`src/rtl/tpumac_vec.sv`:
```
// Vector MAC: LANES parallel signed multiply-accumulate lanes sharing one A operand, with a
// start/beat/result handshake. Define TPUMAC_SAT_EN for saturating adds with sticky ovf flags.
module tpumac_vec #(
    parameter int unsigned BITS_AB = 8,
    parameter int unsigned BITS_C  = 16,
    parameter int unsigned LANES   = 4,
    parameter int unsigned KMAX    = 256,
    localparam int unsigned CNT_W  = $clog2(KMAX + 1)
) (
    input  logic                      clk,
    input  logic                      rst,
    input  logic                      start,
    input  logic [CNT_W-1:0]          len,
    input  logic                      clr,
    input  logic                      WrEn,
    input  logic [LANES*BITS_C-1:0]   Cin,
    input  logic                      in_valid,
    output logic                      in_ready,
    input  logic [BITS_AB-1:0]        Ain,
    input  logic [LANES*BITS_AB-1:0]  Bin,
    output logic [BITS_AB-1:0]        Aout,
    output logic [LANES*BITS_AB-1:0]  Bout,
    output logic                      out_valid,
    input  logic                      out_ready,
    output logic [LANES*BITS_C-1:0]   Cout,
    output logic                      busy,
    output logic [LANES-1:0]          ovf
);

    localparam int unsigned PROD_W = 2 * BITS_AB;
`ifdef TPUMAC_SAT_EN
    localparam int unsigned SUM_W = BITS_C + 1;
    localparam logic [BITS_C-1:0] ACC_MAX = {1'b0, {(BITS_C-1){1'b1}}};
    localparam logic [BITS_C-1:0] ACC_MIN = {1'b1, {(BITS_C-1){1'b0}}};
`else
    localparam int unsigned SUM_W = BITS_C;
`endif

    typedef enum logic [1:0] {S_IDLE, S_ACCUM, S_DONE} state_t;

    state_t                          state_q, state_d;
    logic [CNT_W-1:0]                rem_q, rem_d;
    logic [LANES-1:0][BITS_C-1:0]    acc_q, acc_d;
    logic [BITS_AB-1:0]              a_q, a_d;
    logic [LANES*BITS_AB-1:0]        b_q, b_d;
    logic                            in_ready_q, in_ready_d;
    logic                            out_valid_q, out_valid_d;
    logic                            busy_q, busy_d;
    logic                            beat;

    logic signed [PROD_W-1:0]        lane_prod [LANES];
    logic signed [SUM_W-1:0]         lane_sum  [LANES];
    logic [LANES-1:0][BITS_C-1:0]    lane_res;
`ifdef TPUMAC_SAT_EN
    logic [LANES-1:0]                lane_clip;
    logic [LANES-1:0]                ovf_q, ovf_d;
`endif

    assign beat = in_valid && in_ready_q;

    // State register
    always_ff @(posedge clk or posedge rst) begin
        if (rst) state_q <= S_IDLE;
        else     state_q <= state_d;
    end

    // Next-state logic
    always_comb begin
        state_d = state_q;
        case (state_q)
            S_IDLE:  if (start) state_d = (len == '0) ? S_DONE : S_ACCUM;
            S_ACCUM: if (beat && rem_q == CNT_W'(1)) state_d = S_DONE;
            S_DONE:  if (out_valid_q && out_ready) state_d = S_IDLE;
            default: state_d = S_IDLE;
        endcase
    end

    // Handshake outputs are registered from the next state
    always_comb begin
        in_ready_d  = 1'b0;
        out_valid_d = 1'b0;
        busy_d      = 1'b1;
        case (state_d)
            S_ACCUM: in_ready_d  = 1'b1;
            S_DONE:  out_valid_d = 1'b1;
            default: busy_d      = 1'b0;
        endcase
    end

    // Per-lane product and add, clamped or wrapped depending on build
    always_comb begin
        for (int i = 0; i < LANES; i++) begin
            lane_prod[i] = PROD_W'($signed(Ain)) * PROD_W'($signed(Bin[i*BITS_AB +: BITS_AB]));
            lane_sum[i]  = SUM_W'($signed(acc_q[i])) + SUM_W'(lane_prod[i]);
`ifdef TPUMAC_SAT_EN
            lane_clip[i] = lane_sum[i][SUM_W-1] != lane_sum[i][SUM_W-2];
            if (lane_clip[i]) lane_res[i] = lane_sum[i][SUM_W-1] ? ACC_MIN : ACC_MAX;
            else              lane_res[i] = lane_sum[i][BITS_C-1:0];
`else
            lane_res[i]  = lane_sum[i];
`endif
        end
    end

    // Datapath next values: preload/clear in IDLE, accumulate on accepted beats
    always_comb begin
        rem_d = rem_q;
        acc_d = acc_q;
        a_d   = a_q;
        b_d   = b_q;
`ifdef TPUMAC_SAT_EN
        ovf_d = ovf_q;
`endif
        if (state_q == S_IDLE) begin
            if (WrEn)               acc_d = Cin;
            else if (start && clr)  acc_d = '0;
            if (start)              rem_d = len;
`ifdef TPUMAC_SAT_EN
            if (start || WrEn)      ovf_d = '0;
`endif
        end else if (state_q == S_ACCUM && beat) begin
            rem_d = rem_q - CNT_W'(1);
            a_d   = Ain;
            b_d   = Bin;
            acc_d = lane_res;
`ifdef TPUMAC_SAT_EN
            ovf_d = ovf_q | lane_clip;
`endif
        end
    end

    always_ff @(posedge clk or posedge rst) begin
        if (rst) begin
            rem_q       <= '0;
            acc_q       <= '0;
            a_q         <= '0;
            b_q         <= '0;
            in_ready_q  <= 1'b0;
            out_valid_q <= 1'b0;
            busy_q      <= 1'b0;
`ifdef TPUMAC_SAT_EN
            ovf_q       <= '0;
`endif
        end else begin
            rem_q       <= rem_d;
            acc_q       <= acc_d;
            a_q         <= a_d;
            b_q         <= b_d;
            in_ready_q  <= in_ready_d;
            out_valid_q <= out_valid_d;
            busy_q      <= busy_d;
`ifdef TPUMAC_SAT_EN
            ovf_q       <= ovf_d;
`endif
        end
    end

    assign Cout      = acc_q;
    assign Aout      = a_q;
    assign Bout      = b_q;
    assign in_ready  = in_ready_q;
    assign out_valid = out_valid_q;
    assign busy      = busy_q;
`ifdef TPUMAC_SAT_EN
    assign ovf       = ovf_q;
`else
    assign ovf       = '0;
`endif

endmodule

```
`config.mk`:
```
export PLATFORM = sky130hd
export DESIGN_NAME = tpumac_vec
export DESIGN_NICKNAME = d
export VERILOG_FILES = /design/src/rtl/tpumac_vec.sv
export SDC_FILE = /design/constraint.sdc
export NUM_CORES = 1
export LEC_CHECK = 0
export ABC_AREA = 1
export ABC_CLOCK_PERIOD_IN_PS = 4850
export CAP_MARGIN = 20
export CORE_ASPECT_RATIO = 1.75
export CORE_MARGIN = 1
export CORE_UTILIZATION = 45
export CTS_CLUSTER_SIZE = 28
export DETAILED_ROUTE_END_ITERATION = 12
export DONT_BUFFER_PORTS = 1
export GPL_ROUTABILITY_DRIVEN = 1
export PLACE_DENSITY_LB_ADDON = 0.25
export REMOVE_ABC_BUFFERS = 1
export SLEW_MARGIN = 40
export SYNTH_ARGS = -nofsm -noshare
export SYNTH_HDL_FRONTEND = slang
export SYNTH_SLANG_ARGS = --single-unit
```
`constraint.sdc`:
```
create_clock -name clk -period 4.85 [get_ports clk]
set_input_delay 0.7275 -clock clk [delete_from_list [all_inputs] [get_ports clk]]
set_output_delay 0.7275 -clock clk [all_outputs]
set_load 0.02 [all_outputs]
```
**Word-level counts from Yosys, hierarchy flattened**

Cells that the tools add are included.

- Register bits after elaboration: 118
- Input port bits: 120
- Output and inout bits: 111
- Word-level logic and storage cells: 55

- Add/subtract/negate cells: 5
- Multipliers: 4
- Equality and inequality tests: 7
- Mux-type cells: 15
- Bitwise operators: 1
- Reductions and logical operators: 12

Operator list:

| cell | number |
|---|---|
| 64-bit 2-to-1 mux | 4 |
| 16-bit adder | 4 |
| 8-bit by 8-bit multiplier with 16-bit output | 4 |
| 9-bit 2-to-1 mux | 3 |
| 9-bit by 1-bit == test with 1-bit output, second input constant | 1 |
| 9-bit logical NOT | 1 |
| 9-bit by 1-bit subtractor with 9-bit output, second input constant | 1 |
| 2-bit 2-to-1 mux | 4 |
| 2-bit case mux with 3 select lines | 1 |
| 2-bit AND reduction | 3 |
| 1-bit logical AND | 5 |
| 2-bit by 1-bit == test with 1-bit output, second input constant | 2 |
| 2-bit == test, second input constant | 2 |
| 1-bit 2-to-1 mux | 3 |
| 3-bit by 2-bit inequality test with 1-bit output, second input constant | 1 |
| 2-bit logical NOT | 1 |
| 2-bit inequality test, second input constant | 1 |
| 2-bit nonzero test | 1 |
| 2-bit OR reduction | 1 |
| 1-bit inverter | 1 |

**Logic depth before layout (Yosys ltp)**

- Depth in word-level cells: 7
- Mapped depth: 26

**Worst setup path after synthesis**

Ideal clock, no wire load.

- Path type: in2reg
- From: in Ain[7]
- To: reg acc_q (netlist bit Cout[10])
- Data arrival time: 4970 ps
- Path slack: -197 ps
- Cell stages on the path: 17
- Buffers on the path: 2
- Path through: clkbuf_1 > clkbuf_1 > nand2_1 > inv_1 > fa_1 > fa_1 > fa_1 > fa_1 > ha_1 > ha_1 > nand2_1 > nand2_1 > or2_2 > a21oi_1 > or2_2 > nand3_1 > a21oi_1

- Word-level cells in the longest chain between the ends: 4

RTL lines:

| what | line | RTL |
|---|---|---|
| from (decl) | 19 | `input logic [BITS_AB-1:0] Ain,` |
| 8-bit by 8-bit multiplier with 16-bit output | 93 | `lane_prod[i] = PROD_W'($signed(Ain)) * PROD_W'($signed(Bin[i*BITS_AB +: BITS_AB]));` |
| 16-bit adder | 94 | `lane_sum[i] = SUM_W'($signed(acc_q[i])) + SUM_W'(lane_prod[i]);` |
| 64-bit 2-to-1 mux | 121 | `end else if (state_q == S_ACCUM && beat) begin` |
| 64-bit 2-to-1 mux | 114 | `if (state_q == S_IDLE) begin` |
| to (signal assigned) | 135 | `acc_q <= '0;` |
| to (signal assigned) | 146 | `acc_q <= acc_d;` |
| to (decl) | 43 | `logic [LANES-1:0][BITS_C-1:0] acc_q, acc_d;` |

Every way passes these cells. The select of a mux whose other input is x is not followed.
A chain may end at the register's enable or synchronous reset.

**Final worst setup path**

- From: in Ain[7]
- To: reg acc_q (netlist bit Cout[31])

The elaborated chain is that of the path after synthesis.

==> results.py <==
metrics = {
    "clock_tree": {
        "cts_root_buffer": "clkbuf_16",
        "clock_latency_ps": 460,
        "cts-htree-levels": 4,
        "cts.sinks": 118,
        "cts_hold_repair.buffers": 0,
        "clock_path_buffers": 2,
        "clk_pin_slew_ps": 70,
        "numCtsBuffers": 17,
        "cts_tree": "done",
    },
    "synth": {
        "synth_commonest_cells": "594 x nand2_1, 521 x inv_1, 284 x fa_1, 152 x ha_1, 118 x dfrtp_1",
        "syn-cell-area_um2": 17600,
        "synth.mux.area_fraction": 0,
        "synth_cell_types": 37,
        "synth-warning-count": 0,
        "synth_adder_area_share": 0.430,
        "synth_edf_count": 0,
        "synth-async-reset-ratio": 1.00,
        "synth-compound-area-share": 0.0748,
        "seq_area_frac_synth": 0.167,
        "syn_inst": 2242,
        "syn_avg_cell_area_um2": 7.86,
        "netlist.area_leader.share": 0.322,
        "ys_ff_latch": 118,
        "synth_top_family_by_area": "adder cells",
        "synthSimpleGateAreaFrac": 0.180,
        "yosys.area.top_type": "fa_1",
        "synth.most_common_cell": "nand2_1",
        "yosys-top-cells-area": "fa_1 32%, dfrtp_1 17%, nand2_1 13%",
        "ys.flop_type": "dfrtp_1",
        "synth_xor_area_frac": 0.00993,
    },
    "worst_hold_path": {
        "hold_path_class": "in -> async",
    },
    "critical_path": {
        "crit_fanout": 33,
        "critPathBufInv": 6,
        "cp_slowest_cell": "fa_1",
        "crit_path_end": "Cout[31]",
        "crit_family": "adder cells",
        "reg2reg_from": "Cout[28]",
        "arrival_ps": 4970,
        "ff2ff_path_depth": 17,
        "critPathCaptureType": "flip-flop",
        "rr_endpoint": "Cout[31]",
        "path_cells": "nand2_1, inv_1, buf_4, fa_1, inv_1, fa_1, fa_1, inv_1, fa_1, ha_1, ha_1, nand2_1, inv_1, a21oi_1, nand2_1, nor2_1, inv_1, nand2_1, nand3_1, a21oi_1",
        "startpoint_type": "primary input",
        "cp_common_cell": "inv_1",
        "slowest_delay_ps": 550,
        "crit_type": "in -> reg",
        "cp.depth": 20,
        "r2r_slack_ps": 320,
        "critPathRequiredTime_ps": 5230,
        "startpoint": "Ain[7]",
    },
    "floorplanning": {
        "fp.coreArea_um2": 38500,
        "fp.dieArea_um2": 40000,
        "ios": 231,
        "initial_core_util": 0.458,
        "die_w_um": 152,
        "die_h_um": 264,
        "num_rows": 95,
    },
    "placed_design": {
        "place_hpwl_mm": 36.6,
        "io_buffers": 0,
        "gp_congestion": 0.915,
    },
    "timing": {
        "max_freq_mhz": 218,
        "slew_headroom": 0.441,
        "post-route-period-util": 0.946,
        "hold_viol": 0,
        "rsz0062_at_grt": "no",
        "drv_slew": 0,
        "period_needed_ps": 4590,
        "fin_tns_setup_ps": 0,
        "finalSetupViolCount": 0,
        "tightest_slew_ps": 836,
        "finalClockSkew_ps": 9.45,
    },
    "cells_and_area": {
        "layout.nets": 2744,
        "final.fill_count": 3785,
        "drive_gt1_frac": 0.0336,
        "fin_util": 0.485,
        "area_growth_pct": 5.88,
        "diodes": 0,
    },
    "routing": {
        "drc": 0,
        "vias_per_cell": 5.15,
        "num_vias": 13842,
        "ant_nets": 0,
        "drt-total-wl_mm": 47.4,
        "first_pass_iters": 5,
        "drtIter0Drc": 527,
        "avgRoutedWirePerCell_um": 17.6,
    },
    "run": {
        "maxCapViolCount": 0,
    },
    "outcome": {
        "status": "complete, no violations",
    },
    "global_route": {
        "grt_max_degree": 75,
        "grt_pass1_wl_mm": 77.6,
        "antenna_found_initial": 0,
        "grt_usage": 0.255,
        "gr-total-overflow": 0,
        "grt_pass1_vias": 15369,
    },
}
## per-layer routing
metal | up-vias | global-route usage | wire, um
met5 | - | 0 | 0
met4 | 0 | 0.107 | 1790
met3 | 85 | 0.0522 | 2530
met2 | 337 | 0.488 | 26300
met1 | 6861 | 0.260 | 16800
li1 | 6559 | - | -
## sequential cells by signal, summed over array words and instances (netlist names)
name       flops
Cout          64
Bout          32
rem_q          9
Aout           8
state_q        2
busy           1
in_ready       1
out_valid      1
## worst min-delay path by stage
stage / cells past startpoint / startpoint / end
5_1_grt: 1 / rst / Cout[20]
2_1_floorplan: 2 / rem_q[5] / rem_q[5]
3_5_place_dp: 2 / rem_q[5] / rem_q[5]
3_3_place_gp: 2 / rem_q[5] / rem_q[5]
6_report: 1 / rst / Cout[20]
4_1_cts: 1 / rst / Cout[20]
## layout make-up
class                           count  area (um2)  area share
Multi-Input combinational cell   1498       12300       0.658
Clock inverter                     15         204      0.0109
Tap cell                          485         607      0.0325
Sequential cell                   118        2960       0.158
Inverter                          531        2010       0.107
Timing Repair Buffer               22         181     0.00972
Clock buffer                       17         425      0.0228
## metrics by stage
stage          std cells  hold slack (ps)  setup slack (ps)  area, um2
4_1_cts             2686              284               238      18700
3_3_place_gp        2654              484              -123      18000
3_5_place_dp        2654              507              -188      18000
5_1_grt             2686              236              34.4      18700
2_1_floorplan       2147              469               181      17200
6_report            2686              193               261      18700
## cell usage in the layout (no fill, tap or decap), drive strengths merged
cell,count
clkbuf,17
xnor2,8
a21oi,113
nor3,11
nor3b,1
o21bai,4
nor2,97
a211o,2
o211ai,2
nand2,594
buf,22
o41ai,1
nand3,69
or2,6
fa,284
o21ai,86
dfrtp,118
nand2b,1
nor4,1
clkinvlp,3
xor2,12
conb,4
o22ai,2
ha,152
clkinv,10
a22oi,27
nand4,9
a31oi,4
bufinv,4
nand3b,7
a21boi,1
inv,529
## timing repair
action	4_1_cts	5_1_grt
resized for setup	0	2
setup buffers	0	0
endpoints found under the setup margin	0	2
## logic make-up (layout without fill, tap and decap cells)
kind of cell / Yosys count / after routing
AND/OR/NAND/NOR: 796 / 796
buffers and inverters: 629 / 585
adder cells (fa/ha/maj): 436 / 436
AO/OA/AOI/OAI: 242 / 242
flip-flops: 118 / 118
XOR/XNOR: 20 / 20
other: 1 / 4
Power is not shown: default switching activity piles up to over one toggle a cycle in this logic, so the estimate is an artifact.
